[src/rtl/sync_alu_pipe.sv]
// Two-stage registered 8-op ALU with valid/ready on both sides.
// Optional build macro SYNC_ALU_SAT_EN: add/sub saturate instead of wrapping.
module sync_alu_pipe #(
    parameter int unsigned WIDTH = 8
) (
    input  logic             clk,
    input  logic             rst_n,
    input  logic             in_valid,
    output logic             in_ready,
    input  logic [2:0]       op,
    input  logic [WIDTH-1:0] a,
    input  logic [WIDTH-1:0] b,
    input  logic             c_in,
    input  logic             b_in,
    output logic             out_valid,
    input  logic             out_ready,
    output logic [WIDTH-1:0] result,
    output logic             c_out,
    output logic             b_out,
    output logic [1:0]       compare_out
);
    localparam int unsigned SHW = $clog2(WIDTH);
    localparam int unsigned W1  = WIDTH + 1;

    typedef enum logic [2:0] {
        OP_PASS = 3'b000,
        OP_ADD  = 3'b001,
        OP_SUB  = 3'b010,
        OP_GT   = 3'b011,
        OP_LT   = 3'b100,
        OP_EQ   = 3'b101,
        OP_SHR  = 3'b110,
        OP_SHL  = 3'b111
    } op_e;

    typedef struct packed {
        op_e              op;
        logic [WIDTH-1:0] a;
        logic [WIDTH-1:0] b;
        logic             c_in;
        logic             b_in;
    } s1_t;

    logic             r_s1_valid;
    s1_t              r_s1;
    logic             w_adv2;
    logic [W1-1:0]    w_sum;
    logic [W1-1:0]    w_diff;
    logic [SHW-1:0]   w_shamt;
    logic [WIDTH-1:0] w_res;
    logic             w_c;
    logic             w_b;
    logic             w_cmp;

    // S2 may load whenever it is empty or its beat is leaving this cycle
    assign w_adv2   = !out_valid || out_ready;
    assign in_ready = !r_s1_valid || w_adv2;

    // Operand stage
    always_ff @(posedge clk or negedge rst_n) begin
        if (!rst_n) begin
            r_s1_valid <= 1'b0;
            r_s1       <= '0;
        end else if (in_ready) begin
            r_s1_valid <= in_valid;
            if (in_valid) begin
                r_s1.op   <= op_e'(op);
                r_s1.a    <= a;
                r_s1.b    <= b;
                r_s1.c_in <= c_in;
                r_s1.b_in <= b_in;
            end
        end
    end

    // Datapath between S1 and S2; flags not produced by an op stay 0
    always_comb begin
        w_res   = '0;
        w_c     = 1'b0;
        w_b     = 1'b0;
        w_cmp   = 1'b0;
        w_shamt = r_s1.b[SHW-1:0];
        w_sum   = W1'(r_s1.a) + W1'(r_s1.b) + W1'(r_s1.c_in);
        w_diff  = W1'(r_s1.a) - W1'(r_s1.b) - W1'(r_s1.b_in);
        case (r_s1.op)
            OP_PASS: begin
                w_res = r_s1.a;
                w_c   = r_s1.c_in;
            end
            OP_ADD: begin
                w_c = w_sum[WIDTH];
`ifdef SYNC_ALU_SAT_EN
                w_res = w_sum[WIDTH] ? '1 : w_sum[WIDTH-1:0];
`else
                w_res = w_sum[WIDTH-1:0];
`endif
            end
            OP_SUB: begin
                w_b = w_diff[WIDTH];
`ifdef SYNC_ALU_SAT_EN
                w_res = w_diff[WIDTH] ? '0 : w_diff[WIDTH-1:0];
`else
                w_res = w_diff[WIDTH-1:0];
`endif
            end
            OP_GT:   w_cmp = (r_s1.a > r_s1.b);
            OP_LT:   w_cmp = (r_s1.a < r_s1.b);
            OP_EQ:   w_cmp = (r_s1.a == r_s1.b);
            OP_SHR:  w_res = r_s1.a >> w_shamt;
            OP_SHL:  w_res = r_s1.a << w_shamt;
            default: w_res = '0;
        endcase
    end

    // Result stage: outputs only change when S2 loads a new beat
    always_ff @(posedge clk or negedge rst_n) begin
        if (!rst_n) begin
            out_valid   <= 1'b0;
            result      <= '0;
            c_out       <= 1'b0;
            b_out       <= 1'b0;
            compare_out <= 2'b00;
        end else if (w_adv2) begin
            out_valid <= r_s1_valid;
            if (r_s1_valid) begin
                result      <= w_res;
                c_out       <= w_c;
                b_out       <= w_b;
                compare_out <= {1'b0, w_cmp};
            end
        end
    end

endmodule

[config.mk]
export PLATFORM = sky130hd
export DESIGN_NAME = sync_alu_pipe
export DESIGN_NICKNAME = d
export VERILOG_FILES = /design/src/rtl/sync_alu_pipe.sv
export SDC_FILE = /design/constraint.sdc
export NUM_CORES = 1
export LEC_CHECK = 0
export CAP_MARGIN = 20
export CORE_UTILIZATION = 55
export CTS_BUF_LIST = sky130_fd_sc_hd__clkbuf_8
export DETAILED_ROUTE_END_ITERATION = 7
export PLACE_DENSITY = 0.79
export SYNTH_ARGS = -nofsm -noshare
export SYNTH_HDL_FRONTEND = slang
export SYNTH_SLANG_ARGS = --single-unit
[constraint.sdc]
create_clock -name clk -period 3.5 [get_ports clk]
set_clock_uncertainty 0.2 [all_clocks]
set_input_delay 0.35 -clock clk [delete_from_list [all_inputs] [get_ports clk]]
set_output_delay 0.35 -clock clk [all_outputs]
set_load 0.02 [all_outputs]
==> results of run 1 <==
## sequential cells by signal (all words and copies together), names as in the netlist
register,flops
result,8
compare_out,1
r_s1,21
out_valid,1
c_out,1
r_s1_valid,1
b_out,1
## cell families (layout without fill, tap and decap cells)
group / after synthesis / count (layout) / share of synthesized area
and+or+nand+nor: 82 / 82 / 0.1395
AOI/OAI and AO/OA: 78 / 78 / 0.1813
buffers and inverters: 56 / 83 / 0.08119
muxes: 37 / 37 / 0.1577
adders and majority gates: 34 / 34 / 0.1435
DFF: 34 / 34 / 0.2680
xor gates and xnor gates: 10 / 10 / 0.02759
other: 1 / 1 / 0.001181
## stage by stage
stage	util	std cells	worst slack, ns	area, um^2	hold WS, ns
floorplan	-	332	0.4734	3174	-0.1456
global placement	0.6387	424	0.7740	3538	0.2616
detailed placement	0.6387	424	0.6990	3538	0.2689
CTS	0.6529	431	0.6905	3617	0.2837
global route	0.6529	431	0.4659	3617	0.3093
finish	0.6529	431	0.6439	3617	0.2640
## cell type report
class                      count  area share
tap                           72     0.02490
multi-input combinational    242      0.5711
sequential                    34      0.2352
clock buffer                   5     0.01902
timing repair buffer          41      0.1107
inverter                      35     0.03632
clock inverter                 2    0.002767
## worst max-delay path, cell delays in order (launching register included)
cell	delay [ns]
dfrtp_1	0.50
fa_1	0.48
fa_1	0.44
nand2b_4	0.18
a2111oi_4	0.40
nor2_1	0.11
xnor2_1	0.14
o211ai_1	0.09
a22o_1	0.20
## worst paths after layout
| path | startpoint | end | cells after the start |
|---|---|---|---|
| worst max-delay path | r_s1[10] | result[6] | 8 |
| worst min-delay path | rst_n | c_out | 2 |
| worst max register to register | r_s1[10] | result[6] | 8 |
| worst min register to register | result[3] | result[3] | 2 |
| max in group asynchronous | rst_n | r_s1_valid | 2 |
| min in group clk | result[3] | result[3] | 2 |
## synthesized netlist by cell type, types with 2 or more instances
master	n	share of area
a21oi_1	18	0.028
a221oi_1	4	0.011
a221oi_2	2	0.0095
a22o_1	4	0.011
a22oi_1	4	0.0095
a32oi_1	3	0.0083
buf_2	3	0.0047
buf_4	3	0.0071
buf_6	4	0.014
clkbuf_1	9	0.011
clkbuf_2	2	0.0032
dfrtp_1	34	0.27
fa_1	4	0.025
ha_1	30	0.12
inv_1	34	0.040
mux2_2	21	0.074
mux2i_1	8	0.025
mux4_2	7	0.050
nand2_1	26	0.031
nand2b_1	5	0.0099
nand3_1	3	0.0047
nand4_1	4	0.0079
nor2_1	16	0.019
nor2b_1	3	0.0059
nor3_1	4	0.0063
nor3_2	2	0.0063
nor3b_1	2	0.0047
o2111ai_1	2	0.0055
o211ai_1	4	0.0095
o21a_1	2	0.0047
o21ai_0	13	0.020
o221ai_1	2	0.0055
o31ai_1	4	0.0095
or2_2	2	0.0039
or3_1	2	0.0039
xnor2_1	8	0.022
xor2_1	2	0.0055
## layer usage
metal,global-route usage,wire [um],up-vias
li1,-,-,1245
met1,0.3730,3280,1264
met2,0.4062,3326,127
met3,0.05882,605,19
met4,0.09074,166,0
met5,0,0,-
## where the power goes
part / total (uW) / internal [uW] / switching [uW] / leakage [uW]
Sequential: 571 / 467 / 104 / 0.000413
Clock: 284 / 134 / 151 / 0.0000438
Combinational: 1060 / 503 / 560 / 0.00111
Total: 1920 / 1100 / 815 / 0.00157
## layout by cell type, fill, tap and decap left out, types with 3 or more instances in the layout
cell / instances
nor3_1: 4
nor2_1: 16
xnor2_1: 8
fa_1: 4
nor2b_1: 3
o21ai_0: 13
a32oi_1: 3
a21oi_1: 18
clkbuf_8: 5
nand4_1: 4
inv_1: 34
dfrtp_1: 34
a221oi_1: 4
o31ai_1: 4
a22o_1: 4
nand2_1: 26
nand2b_1: 5
clkdlybuf4s50_1: 37
buf_4: 4
a22oi_1: 4
mux4_2: 7
ha_1: 30
nand3_1: 3
mux2i_1: 8
mux2_2: 21
o211ai_1: 4
==> reports/metrics.cfg, run 1 <==
[status]
status=complete, no violations

[floorplanning]
core_um2=5540
fp.dieH_um=77.97
num_rows=27
io_pins=39
dieArea_um2=6079
start_util=0.5729
die_x_um=77.97

[routing]
vias=2655
postRouteAntennaNets=0
viasPerCell=6.160
avgRoutedWirePerCell_um=17.12
drtIter0Drc=217
routed_wl_um=7378
drt_first_pass_iters=5
drc_errors=0

[sta]
fmax_mhz=350.1
fin_tns_setup_ns=0
tightest_slew_ns=0.8958
period_share=0.8160
max_slew_margin=0.4014
slew_violations=0
hold_viol_final=0
setup_viol=0
finalCriticalPeriod_ns=2.856
grt_setup_unrepaired=false

[worst_setup_path]
crit_type=reg2reg
start_kind=register
ff2ff_setup_slack_ns=0.64
crit_required_ns=3.49
cp_max_fo=9
worstPathArrival_ns=2.84
worstSetupEndpointType=register

[yosys]
synth_top_flop_cell=dfrtp_1
synth_cell_types=69
async_flop_share=1.000
avgSynthCellArea_um2=9.561
synth_fp_nets=391
synth_seq_area_share=0.2680
yosysWarnings=0
ys_ff_latch=34
syn_area_um2=3174
synth_edf_count=0
syn_inst=332

[cells_and_area]
synthToLayoutAreaGrowth_pct=13.95
nFillCells=470
multi_input_area_um2=2066
drive_gt1_frac=0.1476
regArea_um2=850.8
antenna_cells=0
fin_nets=418

[clock_network]
clk_pin_slew_ns=0.07
tritoncts=yes
cts_sinks=34
cts_buffers=5
cts-root-buf=clkbuf_8
clk_latency_ns=0.29
clk_path_buf_depth=2
cts-htree-levels=2
post-cts-setup-buffer-count=0
post_cts_resized=0
hold_buffers=0

[hold_path]
holdCritPathClass=in2async

[global_routing]
gr-total-overflow=0
grt_first_pass_wirelength_um=12570
track_usage=0.2663
grt_pass1_vias=2531
grt_max_degree=35
antenna_found_initial=0

[job]
drv_cap=0

[placed_design]
place.gp.congestion=0.9372
dp_hpwl_um=5486
port_buffers=37

[pwr]
p_total_uw=1918
ir_worst_vdd_uv=313.0
power_density_nw_per_um2=530.3
leakage_uw=0.001566

(Power assumes the default switching activity.)
==> run 2: changes to the inputs <==
Settings changed: CORE_UTILIZATION 55 to 53, PLACE_DENSITY 0.79 to 0.8.
Clock period 3.5 ns to 2.5 ns, I/O delays scaled along.
==> run 2 against run 1 <==
Highest routed layer unchanged; design area increased by 10%; total power increased by 61%; largest power group unchanged; flip-flop and latch count unchanged; hold slack got worse by 0.10 ns; clock-buffer cell count increased by 1; non-clock buffer count increased by 30; the run now ends with negative setup slack left; via count increased by 5.2%; sequential power increased by 34%; cell count increased by 7.2%; critical path depth increased by 1; clock power increased by 55%.
==> reports/metrics.cfg, run 2 (same netlist as run 1, synthesis figures left out) <==
[cells_and_area]
fin_nets=448  ; +7.2%
regMostFlops=r_s1
regArea_um2=852.1  ; +0.15%
drive_gt1_frac=0.2744  ; +0.1267
final_common_cell=clkdlybuf4s50_1
antenna_cells=0  ; unchanged
reg_top3=r_s1 x21, result x8
synthToLayoutAreaGrowth_pct=25.86
final_cell_area_um2=3995  ; +10%
nFillCells=423  ; -10%
final_cell_mix=clkdlybuf4s50_1 (37), dfrtp_1 (33), buf_4 (33)
largest_reg_flops=21  ; unchanged
multi_input_area_um2=2196  ; +6.3%

[worst_setup_path]
worstPathArrival_ns=2.55  ; -0.29 ns
slowest_stage=fa_2
cp_max_fo=4  ; -5
worstSetupEndpointType=register
crit_type=reg2reg
reg2reg_from=r_s1[10]
crit_required_ns=2.48  ; -1.01 ns
start_kind=register
path_cells=fa_2 -> inv_2 -> ha_4 -> o21a_4 -> o2111ai_4 -> nor2_1 -> or3_1 -> a32oi_1 -> o21ai_1
cpPeakStageDelay_ns=0.58  ; +0.08 ns
critPathLaunch=r_s1[10]

[hold_path]
holdCritPathClass=in2async

[global_routing]
gr-total-overflow=0  ; unchanged
antenna_found_initial=0  ; unchanged
grt_max_degree=35  ; unchanged
track_usage=0.2880  ; +0.02163
grt_first_pass_wirelength_um=13770  ; +9.6%
grt_pass1_vias=2779  ; +9.8%

[routing]
route.met2.wl_um=4013  ; +21%
routed_wl_um=8624  ; +17%
avgRoutedWirePerCell_um=18.67  ; +9.0%
drtIter0Drc=229  ; +5.5%
met1Wirelength_um=3903  ; +19%
drt_first_pass_iters=5  ; unchanged
wl_met3_um=493  ; -19%
viasPerCell=6.045  ; -1.9%
drc_errors=0  ; unchanged
postRouteAntennaNets=0  ; unchanged
top_layer_used=met4
vias=2793  ; +5.2%

[clock_network]
clk_path_buf_depth=2  ; unchanged
cts_buffers=5  ; unchanged
clk_latency_ns=0.30  ; about the same
cts-htree-levels=2  ; unchanged
hold_buffers=0  ; unchanged
cts_sinks=34  ; unchanged
clk_pin_slew_ns=0.08  ; about the same
tritoncts=yes
cts-root-buf=clkbuf_8

[floorplanning]
start_util=0.5627  ; -0.01029
core_um2=5642  ; +1.8%
fp.dieH_um=79.39  ; +1.8%
dieArea_um2=6303  ; +3.7%
num_rows=27  ; unchanged
die_x_um=79.39  ; +1.8%
io_pins=39  ; unchanged

[pwr]
leakage_uw=0.001730  ; +10%
switching_share=0.4231  ; -0.001724
ir_worst_vdd_uv=416.0  ; +33%
power_density_nw_per_um2=773.4  ; +46%
switching_power_uw=1307  ; +60%
p_int_uw=1783  ; +62%
power_frac_comb=0.609  ; +0.055
power_frac_clock=0.143  ; -0.005
power_frac_seq=0.248  ; -0.050

[status]
violations=negative setup slack
status=complete, but fails checks

[sta]
whs_ns=0.1632  ; -0.1008 ns
max_slew_margin=0.6568  ; +0.2554
slew_violations=0  ; unchanged
hold_viol_final=0  ; unchanged
finalCriticalPeriod_ns=2.571  ; -0.2852 ns
fmax_mhz=389.0  ; +11%
tightest_slew_ns=0.5148  ; -0.3810 ns
setup_viol=4  ; +4
period_share=1.028  ; +0.2123
grt_setup_unrepaired=true
fin_ws_ns=-0.07083  ; -0.7148 ns

[placed_design]
port_buffers=37  ; unchanged
place.gp.congestion=0.9404  ; +0.34%
dpl_cell_area_um2=3764  ; +6.4%
dp_hpwl_um=6408  ; +17%

[job]
drv_cap=0  ; unchanged

[run 2: cell types whose count changed in the layout (fill, tap and decap cells not counted), moves of 5 or more]
| cell | before | now |
|---|---|---|
| buf_4 | 4 | 33 |
| a21oi_1 | 18 | 13 |
| a21oi_2 | 1 | 6 |
| o21ai_0 | 13 | 8 |
| o21ai_1 | 1 | 6 |
[run 2: final timing paths]
check / end / slack [ns] / cells past startpoint
setup / recovery: result[7] / -0.07 / 9
hold / removal: r_s1[7] / 0.16 / 2
setup reg to reg: result[7] / -0.07 / 9
hold reg to reg: b_out / 0.28 / 2
max in group asynchronous: r_s1[2] / 1.60 / 2
min in group clk: b_out / 0.28 / 2
[run 2: repair_timing]
action | in CTS | in global routing
resized for setup | 11 | 16
hold endpoints to repair | 0 | 0
setup endpoints to repair | 5 | 8
pin swaps | 6 | 12
buffers inserted | 2 | 1
[run 2: layer usage]
metal / vias to the layer above / track usage
li1: 1302 / -
met4: 0 / 0.09818
met2: 114 / 0.4603
met1: 1352 / 0.3915
met5: - / 0
met3: 25 / 0.05143
[run 2: power by group through the flow]
stage	logic, uW	registers [uW]	clock network, uW
after floorplan	1110	816	0
after global placement	1640	763	0
after detailed placement	1680	770	0
after CTS	1740	762	448
after global routing	2020	781	468
final	1880	766	440
[run 2: final cells by class]
type	count	area share
multi-input cells	242	0.5496
inverters	35	0.03414
flip-flops and latches	34	0.2133
clock buffers	6	0.02067
well taps	72	0.02255
clock inverters	2	0.002192
repair buffers	71	0.1575
[run 2: metrics by stage]
step | setup slack (ns) | cells | TNS, ns | util | power, uW
after detailed placement | -0.1893 | 451 | -0.5736 | 0.6671 | 2452
after global routing | -0.1511 | 462 | -0.5710 | 0.7081 | 3269
after global placement | -0.05475 | 451 | -0.2231 | 0.6671 | 2400
after CTS | -0.05383 | 461 | -0.2526 | 0.6942 | 2954
after floorplan | -0.2486 | 332 | -1.015 | - | 1923
final | -0.07083 | 462 | -0.1582 | 0.7081 | 3090
[run 2: critical path, delay by kind of cell (launching register included)]
kind | cells | cell delay, ns
fa+ha+maj | 2 | 0.73
flops | 1 | 0.46
simple gates | 2 | 0.35
compound gates | 4 | 0.67
buf+inv | 1 | 0.05
